[src/rtl/isa_pkg.sv]
// Shared ISA definitions: opcodes, mnemonic codes, error codes, field positions.
// Combinational helpers only; no state, no latency.
// No handshake; consumed by the encoder and (conceptually) the decoder.
package isa_pkg;

    // Major opcodes, bits [31:27] of every instruction word.
    localparam logic [4:0] OP_RTYPE = 5'b00000;
    localparam logic [4:0] OP_J     = 5'b00001;
    localparam logic [4:0] OP_BNE   = 5'b00010;
    localparam logic [4:0] OP_JAL   = 5'b00011;
    localparam logic [4:0] OP_JR    = 5'b00100;
    localparam logic [4:0] OP_ADDI  = 5'b00101;
    localparam logic [4:0] OP_BLT   = 5'b00110;
    localparam logic [4:0] OP_SW    = 5'b00111;
    localparam logic [4:0] OP_LW    = 5'b01000;
    localparam logic [4:0] OP_SETX  = 5'b10101;
    localparam logic [4:0] OP_BEX   = 5'b10110;

    // Field LSB positions within the 32-bit word.
    localparam int OPC_LSB   = 27;
    localparam int RD_LSB    = 22;
    localparam int RS_LSB    = 17;
    localparam int RT_LSB    = 12;
    localparam int SHAMT_LSB = 7;
    localparam int ALUOP_LSB = 2;

    typedef enum logic [4:0] {
        M_ADD  = 5'd0,  M_SUB  = 5'd1,  M_AND = 5'd2,  M_OR   = 5'd3,
        M_SLL  = 5'd4,  M_SRA  = 5'd5,  M_MUL = 5'd6,  M_DIV  = 5'd7,
        M_ADDI = 5'd8,  M_LW   = 5'd9,  M_SW  = 5'd10, M_J    = 5'd11,
        M_JAL  = 5'd12, M_JR   = 5'd13, M_BNE = 5'd14, M_BLT  = 5'd15,
        M_BEX  = 5'd16, M_SETX = 5'd17
    } mnem_e;

    typedef enum logic [1:0] {
        ERR_NONE   = 2'd0,
        ERR_MNEM   = 2'd1,
        ERR_IMM    = 2'd2,
        ERR_TARGET = 2'd3
    } err_code_e;

    typedef enum logic [1:0] {
        S_IDLE = 2'd0,
        S_RUN  = 2'd1,
        S_FULL = 2'd2,
        S_ERR  = 2'd3
    } state_e;

    function automatic logic [31:0] r_word(input logic [4:0] rd, input logic [4:0] rs,
                                           input logic [4:0] rt, input logic [4:0] shamt,
                                           input logic [4:0] aluop);
        return {OP_RTYPE, rd, rs, rt, shamt, aluop, 2'b00};
    endfunction

    function automatic logic [31:0] i_word(input logic [4:0] op, input logic [4:0] rd,
                                           input logic [4:0] rs, input logic [31:0] imm);
        return {op, rd, rs, imm[16:0]};
    endfunction

    function automatic logic [31:0] j_word(input logic [4:0] op, input logic [31:0] target);
        return {op, target[26:0]};
    endfunction

endpackage

[src/rtl/insn_encoder_writer_if.sv]
// Request bus carrying one symbolic instruction per valid/ready transfer.
// Latency n/a (wires only).
// Transfer happens when req_valid && req_ready at a rising clock edge.
interface insn_encoder_writer_if;
    logic        req_valid;
    logic        req_ready;
    logic [4:0]  mnem;
    logic [4:0]  rd;
    logic [4:0]  rs;
    logic [4:0]  rt;
    logic [4:0]  shamt;
    logic [31:0] imm;
    logic [31:0] target;

    modport master (output req_valid, mnem, rd, rs, rt, shamt, imm, target, input req_ready);
    modport slave  (input  req_valid, mnem, rd, rs, rt, shamt, imm, target, output req_ready);
endinterface

[src/rtl/insn_pack.sv]
// Packs mnemonic + fields into a 32-bit word and reports field-check failures.
// Purely combinational (zero latency).
// No handshake; word is meaningful only when code is ERR_NONE.
module insn_pack
    import isa_pkg::*;
(
    input  logic [4:0]  mnem,
    input  logic [4:0]  rd,
    input  logic [4:0]  rs,
    input  logic [4:0]  rt,
    input  logic [4:0]  shamt,
    input  logic [31:0] imm,
    input  logic [31:0] target,
    output logic [31:0] word,
    output logic [1:0]  code
);
    logic imm_ok;
    logic target_ok;

    // imm fits in 17-bit two's complement when bits [31:16] are all equal.
    assign imm_ok    = (imm[31:16] == {16{imm[16]}});
    assign target_ok = (target[31:27] == 5'd0);

    always_comb begin
        word = 32'd0;
        code = ERR_NONE;
        case (mnem)
            M_ADD, M_SUB, M_AND, M_OR, M_MUL, M_DIV:
                word = r_word(rd, rs, rt, 5'd0, mnem);
            M_SLL, M_SRA:
                word = r_word(rd, rs, rt, shamt, mnem);
            M_ADDI, M_LW, M_SW, M_BNE, M_BLT: begin
                case (mnem)
                    M_ADDI:  word = i_word(OP_ADDI, rd, rs, imm);
                    M_LW:    word = i_word(OP_LW,   rd, rs, imm);
                    M_SW:    word = i_word(OP_SW,   rd, rs, imm);
                    M_BNE:   word = i_word(OP_BNE,  rd, rs, imm);
                    default: word = i_word(OP_BLT,  rd, rs, imm);
                endcase
                if (!imm_ok) code = ERR_IMM;
            end
            M_J, M_JAL, M_BEX, M_SETX: begin
                case (mnem)
                    M_J:     word = j_word(OP_J,    target);
                    M_JAL:   word = j_word(OP_JAL,  target);
                    M_BEX:   word = j_word(OP_BEX,  target);
                    default: word = j_word(OP_SETX, target);
                endcase
                if (!target_ok) code = ERR_TARGET;
            end
            M_JR:
                word = {OP_JR, rd, 22'd0};
            default:
                code = ERR_MNEM;
        endcase
    end
endmodule

[src/rtl/insn_encoder_writer.sv]
// Encodes accepted instructions and writes them to consecutive imem addresses.
// Latency: accept at edge N -> imem_we/addr/data registered at edge N, held one cycle.
// req_ready high only in RUN (and not during start); imem never stalls.
module insn_encoder_writer
    import isa_pkg::*;
#(
    parameter int ADDR_W = 12
) (
    input  logic                 clock,
    input  logic                 reset,
    input  logic                 start,
    input  logic [ADDR_W-1:0]    base_addr,
    input  logic                 finish,
    insn_encoder_writer_if.slave req,
    output logic                 imem_we,
    output logic [ADDR_W-1:0]    imem_addr,
    output logic [31:0]          imem_data,
    output logic [ADDR_W:0]      count,
    output logic                 busy,
    output logic                 full,
    output logic                 err,
    output logic [1:0]           err_code
);
    state_e            state;
    logic [ADDR_W-1:0] addr_ctr;
    logic [31:0]       pack_word;
    logic [1:0]        pack_code;
    logic              accept;

    insn_pack u_pack (
        .mnem   (req.mnem),
        .rd     (req.rd),
        .rs     (req.rs),
        .rt     (req.rt),
        .shamt  (req.shamt),
        .imm    (req.imm),
        .target (req.target),
        .word   (pack_word),
        .code   (pack_code)
    );

    // A start pulse restarts the run, so nothing is taken in that cycle.
    assign req.req_ready = (state == S_RUN) && !start;
    assign accept        = req.req_valid && req.req_ready;

    assign busy = (state == S_RUN);
    assign full = (state == S_FULL);
    assign err  = (state == S_ERR);

    always_ff @(posedge clock or negedge reset) begin
        if (!reset) begin
            state     <= S_IDLE;
            addr_ctr  <= '0;
            count     <= '0;
            err_code  <= ERR_NONE;
            imem_we   <= 1'b0;
            imem_addr <= '0;
            imem_data <= 32'd0;
        end else begin
            imem_we <= 1'b0;
            if (start) begin
                state    <= S_RUN;
                addr_ctr <= base_addr;
                count    <= '0;
                err_code <= ERR_NONE;
            end else begin
                if (accept) begin
                    if (pack_code != ERR_NONE) begin
                        state    <= S_ERR;
                        err_code <= pack_code;
                    end else begin
                        imem_we   <= 1'b1;
                        imem_addr <= addr_ctr;
                        imem_data <= pack_word;
                        count     <= count + 1'b1;
                        // Last address written: stop rather than wrap.
                        if (&addr_ctr) state <= S_FULL;
                        else           addr_ctr <= addr_ctr + 1'b1;
                    end
                end
                // finish overrides the next state but lets a same-cycle write land.
                if (finish) state <= S_IDLE;
            end
        end
    end
endmodule

[src/flat_wrapper.sv]
// flat-port wrapper written by rule: the top's interface ports become plain ports
module insn_encoder_writer_flat import isa_pkg::*;
#(
    parameter int ADDR_W = 12
)
  (clock, reset, start, base_addr, finish, imem_we, imem_addr, imem_data, count, busy, full, err, err_code, req_req_valid, req_mnem, req_rd, req_rs, req_rt, req_shamt, req_imm, req_target, req_req_ready);
  insn_encoder_writer_if req_i ();
  input  logic clock;
  input  logic reset;
  input  logic start;
  input  logic [ADDR_W-1:0] base_addr;
  input  logic finish;
  output logic imem_we;
  output logic [ADDR_W-1:0] imem_addr;
  output logic [31:0] imem_data;
  output logic [ADDR_W:0] count;
  output logic busy;
  output logic full;
  output logic err;
  output logic [1:0] err_code;
  input wire logic [$bits(req_i.req_valid)-1:0] req_req_valid;
  input wire logic [$bits(req_i.mnem)-1:0] req_mnem;
  input wire logic [$bits(req_i.rd)-1:0] req_rd;
  input wire logic [$bits(req_i.rs)-1:0] req_rs;
  input wire logic [$bits(req_i.rt)-1:0] req_rt;
  input wire logic [$bits(req_i.shamt)-1:0] req_shamt;
  input wire logic [$bits(req_i.imm)-1:0] req_imm;
  input wire logic [$bits(req_i.target)-1:0] req_target;
  output wire logic [$bits(req_i.req_ready)-1:0] req_req_ready;
  assign req_i.req_valid = req_req_valid;
  assign req_i.mnem = req_mnem;
  assign req_i.rd = req_rd;
  assign req_i.rs = req_rs;
  assign req_i.rt = req_rt;
  assign req_i.shamt = req_shamt;
  assign req_i.imm = req_imm;
  assign req_i.target = req_target;
  assign req_req_ready = req_i.req_ready;
  insn_encoder_writer #(.ADDR_W(ADDR_W)) u_core (.clock(clock), .reset(reset), .start(start), .base_addr(base_addr), .finish(finish), .req(req_i), .imem_we(imem_we), .imem_addr(imem_addr), .imem_data(imem_data), .count(count), .busy(busy), .full(full), .err(err), .err_code(err_code));
endmodule
[config.mk]
export PLATFORM = sky130hd
export DESIGN_NAME = insn_encoder_writer_flat
export DESIGN_NICKNAME = d
export VERILOG_FILES = /design/src/rtl/isa_pkg.sv /design/src/rtl/insn_encoder_writer_if.sv /design/src/rtl/insn_pack.sv /design/src/rtl/insn_encoder_writer.sv /design/src/flat_wrapper.sv
export SDC_FILE = /design/constraint.sdc
export NUM_CORES = 1
export LEC_CHECK = 0
export CAP_MARGIN = 5
export CORE_UTILIZATION = 43
export CTS_BUF_LIST = sky130_fd_sc_hd__clkbuf_2 sky130_fd_sc_hd__clkbuf_4 sky130_fd_sc_hd__clkbuf_8
export DETAILED_ROUTE_END_ITERATION = 8
export PLACE_DENSITY = 0.82
export SYNTH_ARGS = -nofsm -noshare
export SYNTH_HDL_FRONTEND = slang
export SYNTH_SLANG_ARGS = --single-unit
[constraint.sdc]
create_clock -name clock -period 2.2 [get_ports clock]
set_input_delay 0.44 -clock clock [delete_from_list [all_inputs] [get_ports clock]]
set_output_delay 0.44 -clock clock [all_outputs]
set_load 0.02 [all_outputs]
==> results by group <==
Critical path
  • R2r setup slk: 0.10 ns
  • Crit. path cell count: 8
  • End of the critical path: u_core.imem_data[20]$_DFFE_PN0P_
  • Crit path from: req_imm[29]
  • CP top delay family: compound AO/OA/AOI/OAI gates
  • Crit-path cells: clkdlybuf4s15_1 > or4_4 > nor2_4 > o22ai_4 > a211o_4 > buf_8 > a221oi_1 > nor2_1
  • WP data arrival: 2.45 ns
  • WP buf/inv: 2
  • Worst setup EP type: register
  • Worst R2R Path Depth: 6
  • Worst Path Max Fanout: 49
  • Crit-path slowest cell: or4_4
  • Crit start category: input pin
  • FF-to-FF Start: u_core.addr_ctr[0]$_DFFE_PN0P_
  • Crit path kind: input pin to register
  • Crit-path max cell delay: 0.54 ns
  • Worst R2R End: u_core.addr_ctr[8]$_DFFE_PN0P_
  • WP data required: 2.44 ns

STA
  • Setup Skew: 0.00897 ns
  • Hold slack: approximately 0.10 ns
  • Slew headroom: 52.9%
  • Max-slew violations: 0
  • Final setup fails: 1
  • Final Hold Fails: 0
  • RSZ-0062 raised after global routing: true
  • Final min period: 2.21 ns
  • Measured slew at the worst slew-check pin: ~0.7 ns
  • Max frequency: ~450 MHz
  • Final period utilization: 100%
  • Worst setup margin: -0.0102 ns

Detailed routing
  • Vias: 4336
  • Drt initial violations: approximately 230
  • Vias per cell: 5.80
  • DRC violations left: 0
  • Post-route ant nets: 0
  • First-pass DRT Iterations: 7
  • Drt wl/cell: approximately 18 um
  • Wirelength, routed: 13.2 mm

CTS
  • Num CTS Buffers: 9
  • Worst-Skew Late Latency: 0.35 ns
  • Max Root-Sink Buffers: 2
  • CTS clk-pin slew, worst paths: 0.08 ns
  • TritonCTS clock tree: built
  • H-tree Lvls: 3
  • Number of clock sinks: 74
  • Root buf cell: clkbuf_8

Floorplanning
  • Row count: 34
  • Initial Util: 44.6%
  • Floorplan core area: between 8000 and 9000 um2
  • Die Wd: 97.1 um
  • Ports: 170
  • Die height: around 100 um
  • Die area: 9430 um2

Final layout
  • Layout fillers: 594
  • Multi-input logic area: 2130 um2
  • Nets: 742
  • Layout cells sized above 1: around 19%
  • Final Util: 74.4%
  • Area grow syn2layout: 66.8%
  • Register area: between 1500 and 2000 um2
  • Final non-filler cell area: 6490 um2

Global routing
  • GRT overflow: 0
  • Largest net degree at the start of global routing: 50
  • Vias in the first global route: roughly 4400
  • Initial antenna violation count: 1
  • Total track usage: 27.6%
  • Global-route wire length before repair: 20.8 mm

Power
  • Logic pwr share: 31.7%
  • Net Sw Frac: 30.9%
  • Peak VDD IR: ~360 uV
  • P_sw: 0.00143 W
  • Leak: 2.70 nW
  • Register share of total power: a little under two fifths
  • Clock share of power: 30.0%
  • Pwr Density: 714 nW/um2
  • Internal: 0.00320 W

Job
  • Max Cap Viol: 0

Logic synthesis
  • Post-synth EDFFs: 0
  • Mapped Nets: between 500 and 600
  • Cell count after synthesis: 436
  • Synthesized area: 3890 um2
  • Seq/Total Area, Yosys: 47.6%
  • Syn avg cell area: just under 9 um2
  • Synth Flop Type: dfrtp_1
  • Yosys warns: 0
  • Cell variety after synth: between 40 and 50
  • Async SR Flop Fraction: 100%
  • Yosys reg bits: 74

Placed design
  • Placed cell areas: around 5900 um2
  • DP Wirelength: approximately 9.5 mm
  • Port-buffer cells: 169
  • Place WS: -0.777 ns
  • GP Congestion: 0.873

Outcome
  • Status: finished, violations left
  • Failing checks: setup timing

Min path
  • Hold Path Class: input pin to asynchronous set/reset pin
[worst min path at each step]
| stage | start | to | cells after the start |
|---|---|---|---|
| 2_1_floorplan | reset | u_core.addr_ctr[0]$_DFFE_PN0P_ | 0 |
| 3_3_place_gp | u_core.imem_data[27]$_DFFE_PN0P_ | u_core.imem_data[27]$_DFFE_PN0P_ | 2 |
| 3_5_place_dp | u_core.imem_data[27]$_DFFE_PN0P_ | u_core.imem_data[27]$_DFFE_PN0P_ | 2 |
| 4_1_cts | reset | u_core.imem_data[13]$_DFFE_PN0P_ | 1 |
| 5_1_grt | reset | u_core.imem_data[13]$_DFFE_PN0P_ | 1 |
| 6_report | reset | u_core.imem_data[13]$_DFFE_PN0P_ | 1 |
[worst reg2reg max path, delay by kind of cell, from the launching register on]
family	cells	cell delay (ns)
simple gates	4	1.21
flops	1	0.44
fa+ha+maj	1	0.24
compound gates	1	0.15
[flip-flops by register name, indices dropped and copies added (netlist names)]
name and cells:
u_core.imem_we 1, u_core.imem_data 32, u_core.state 2, u_core.addr_ctr 12
u_core.count 13, u_core.err_code 2, u_core.imem_addr 12
[timing repair]
item                                    in CTS  in global routing
pin swaps                                   22                 12
gates resized for setup                     41                 52
cloned                                       1                  1
buffers inserted                             2                  2
hold buffers                                 0                  0
endpoints found under the setup margin      74                 39
[cells in the mapped netlist, types with 3 or more instances]
| master | count | area share, % |
|---|---|---|
| nand3_1 | 18 | 2.3 |
| o21ai_1 | 20 | 2.6 |
| a221oi_1 | 14 | 3.2 |
| a31o_2 | 3 | 0.68 |
| o21ai_0 | 7 | 0.90 |
| o22ai_1 | 3 | 0.48 |
| nand2_1 | 76 | 7.3 |
| dfrtp_1 | 74 | 48 |
| buf_2 | 10 | 1.3 |
| xnor2_1 | 7 | 1.6 |
| inv_1 | 9 | 0.87 |
| a21oi_1 | 10 | 1.3 |
| and3_1 | 7 | 1.1 |
| o31ai_1 | 3 | 0.58 |
| and2_1 | 3 | 0.48 |
| a31oi_1 | 8 | 1.3 |
| clkbuf_1 | 20 | 1.9 |
| nor2b_1 | 7 | 1.1 |
| or3_1 | 6 | 0.97 |
| or4_1 | 3 | 0.58 |
| nand4_1 | 13 | 2.1 |
| a2111oi_2 | 4 | 1.5 |
| nor3_1 | 5 | 0.64 |
| nor4_1 | 3 | 0.48 |
| a222oi_1 | 13 | 3.3 |
| nor2_1 | 56 | 5.4 |
[cell families (layout without fill, tap and decap cells)]
logic type,count (synthesis),count (layout),share of synthesized area (%)
compound gates,103,103,20.6
mux,1,1,0.257
flops,74,74,47.6
simple gates,209,209,25.1
buf+inv,40,243,4.18
fa+ha+maj,2,2,0.643
xor+xnor,7,7,1.58
other cells,0,1,0
[cells in the final DEF, fill, tap and decap left out, types with 3 or more instances in the layout]
cell type and instances:
clkdlybuf4s50_1 145, nand2_1 76, dfrtp_1 73, nor2_1 54, buf_4 42, o21ai_1 18
nand3_1 17, nand4_1 13, a222oi_1 13, inv_1 9, a21oi_1 9, a221oi_2 9
clkbuf_8 9, nor2b_1 7, a31oi_1 7, xnor2_1 7, and3_1 6, o21ai_0 6
clkbuf_2 6, clkdlybuf4s15_1 6, a221oi_1 5, dlygate4sd2_1 5, or4_4 4, or3_1 4
a2111oi_2 4, bufinv_16 4, dlymetal6s2s_1 4, and2_1 3, o21ai_2 3, nor3_1 3
a31o_2 3, buf_6 3
[stage by stage]
stage	total power, W	TNS, ns	instances
finish	0.00463	-0.0102	748
global route	0.00483	-0.229	748
CTS	0.00461	0	744
detailed placement	0.00323	-44.05	725
global placement	0.00318	-39.46	725
floorplan	0.00238	-4.29	436
[area by class of cell]
class                      count  share of cell area [%]
inverter                      10                   0.578
multi-input combinational    322                    32.8
antenna                        1                  0.0386
timing repair buffer         217                    31.9
clock buffer                   9                    1.91
tap                          108                    2.08
sequential                    74                    28.6
clock inverter                 7                    2.18
[routing by layer]
layer / track usage, % / share of wire (%) / vias to the layer above
li1: - / - / 1999
met1: 30.6 / 37 / 2096
met2: 47.3 / 51 / 209
met3: 9.06 / 8.0 / 32
met4: 13.4 / 3.5 / 0
met5: 0 / 0 / -
[power groups by stage]
stage	logic, W	clock network (W)	registers [W]
floorplan	0.000353	0	0.00203
global placement	0.00140	0	0.00178
detailed placement	0.00144	0	0.00179
CTS	0.00145	0.00140	0.00177
global route	0.00158	0.00146	0.00180
finish	0.00147	0.00139	0.00177
Power figures use the tool's default switching activity.
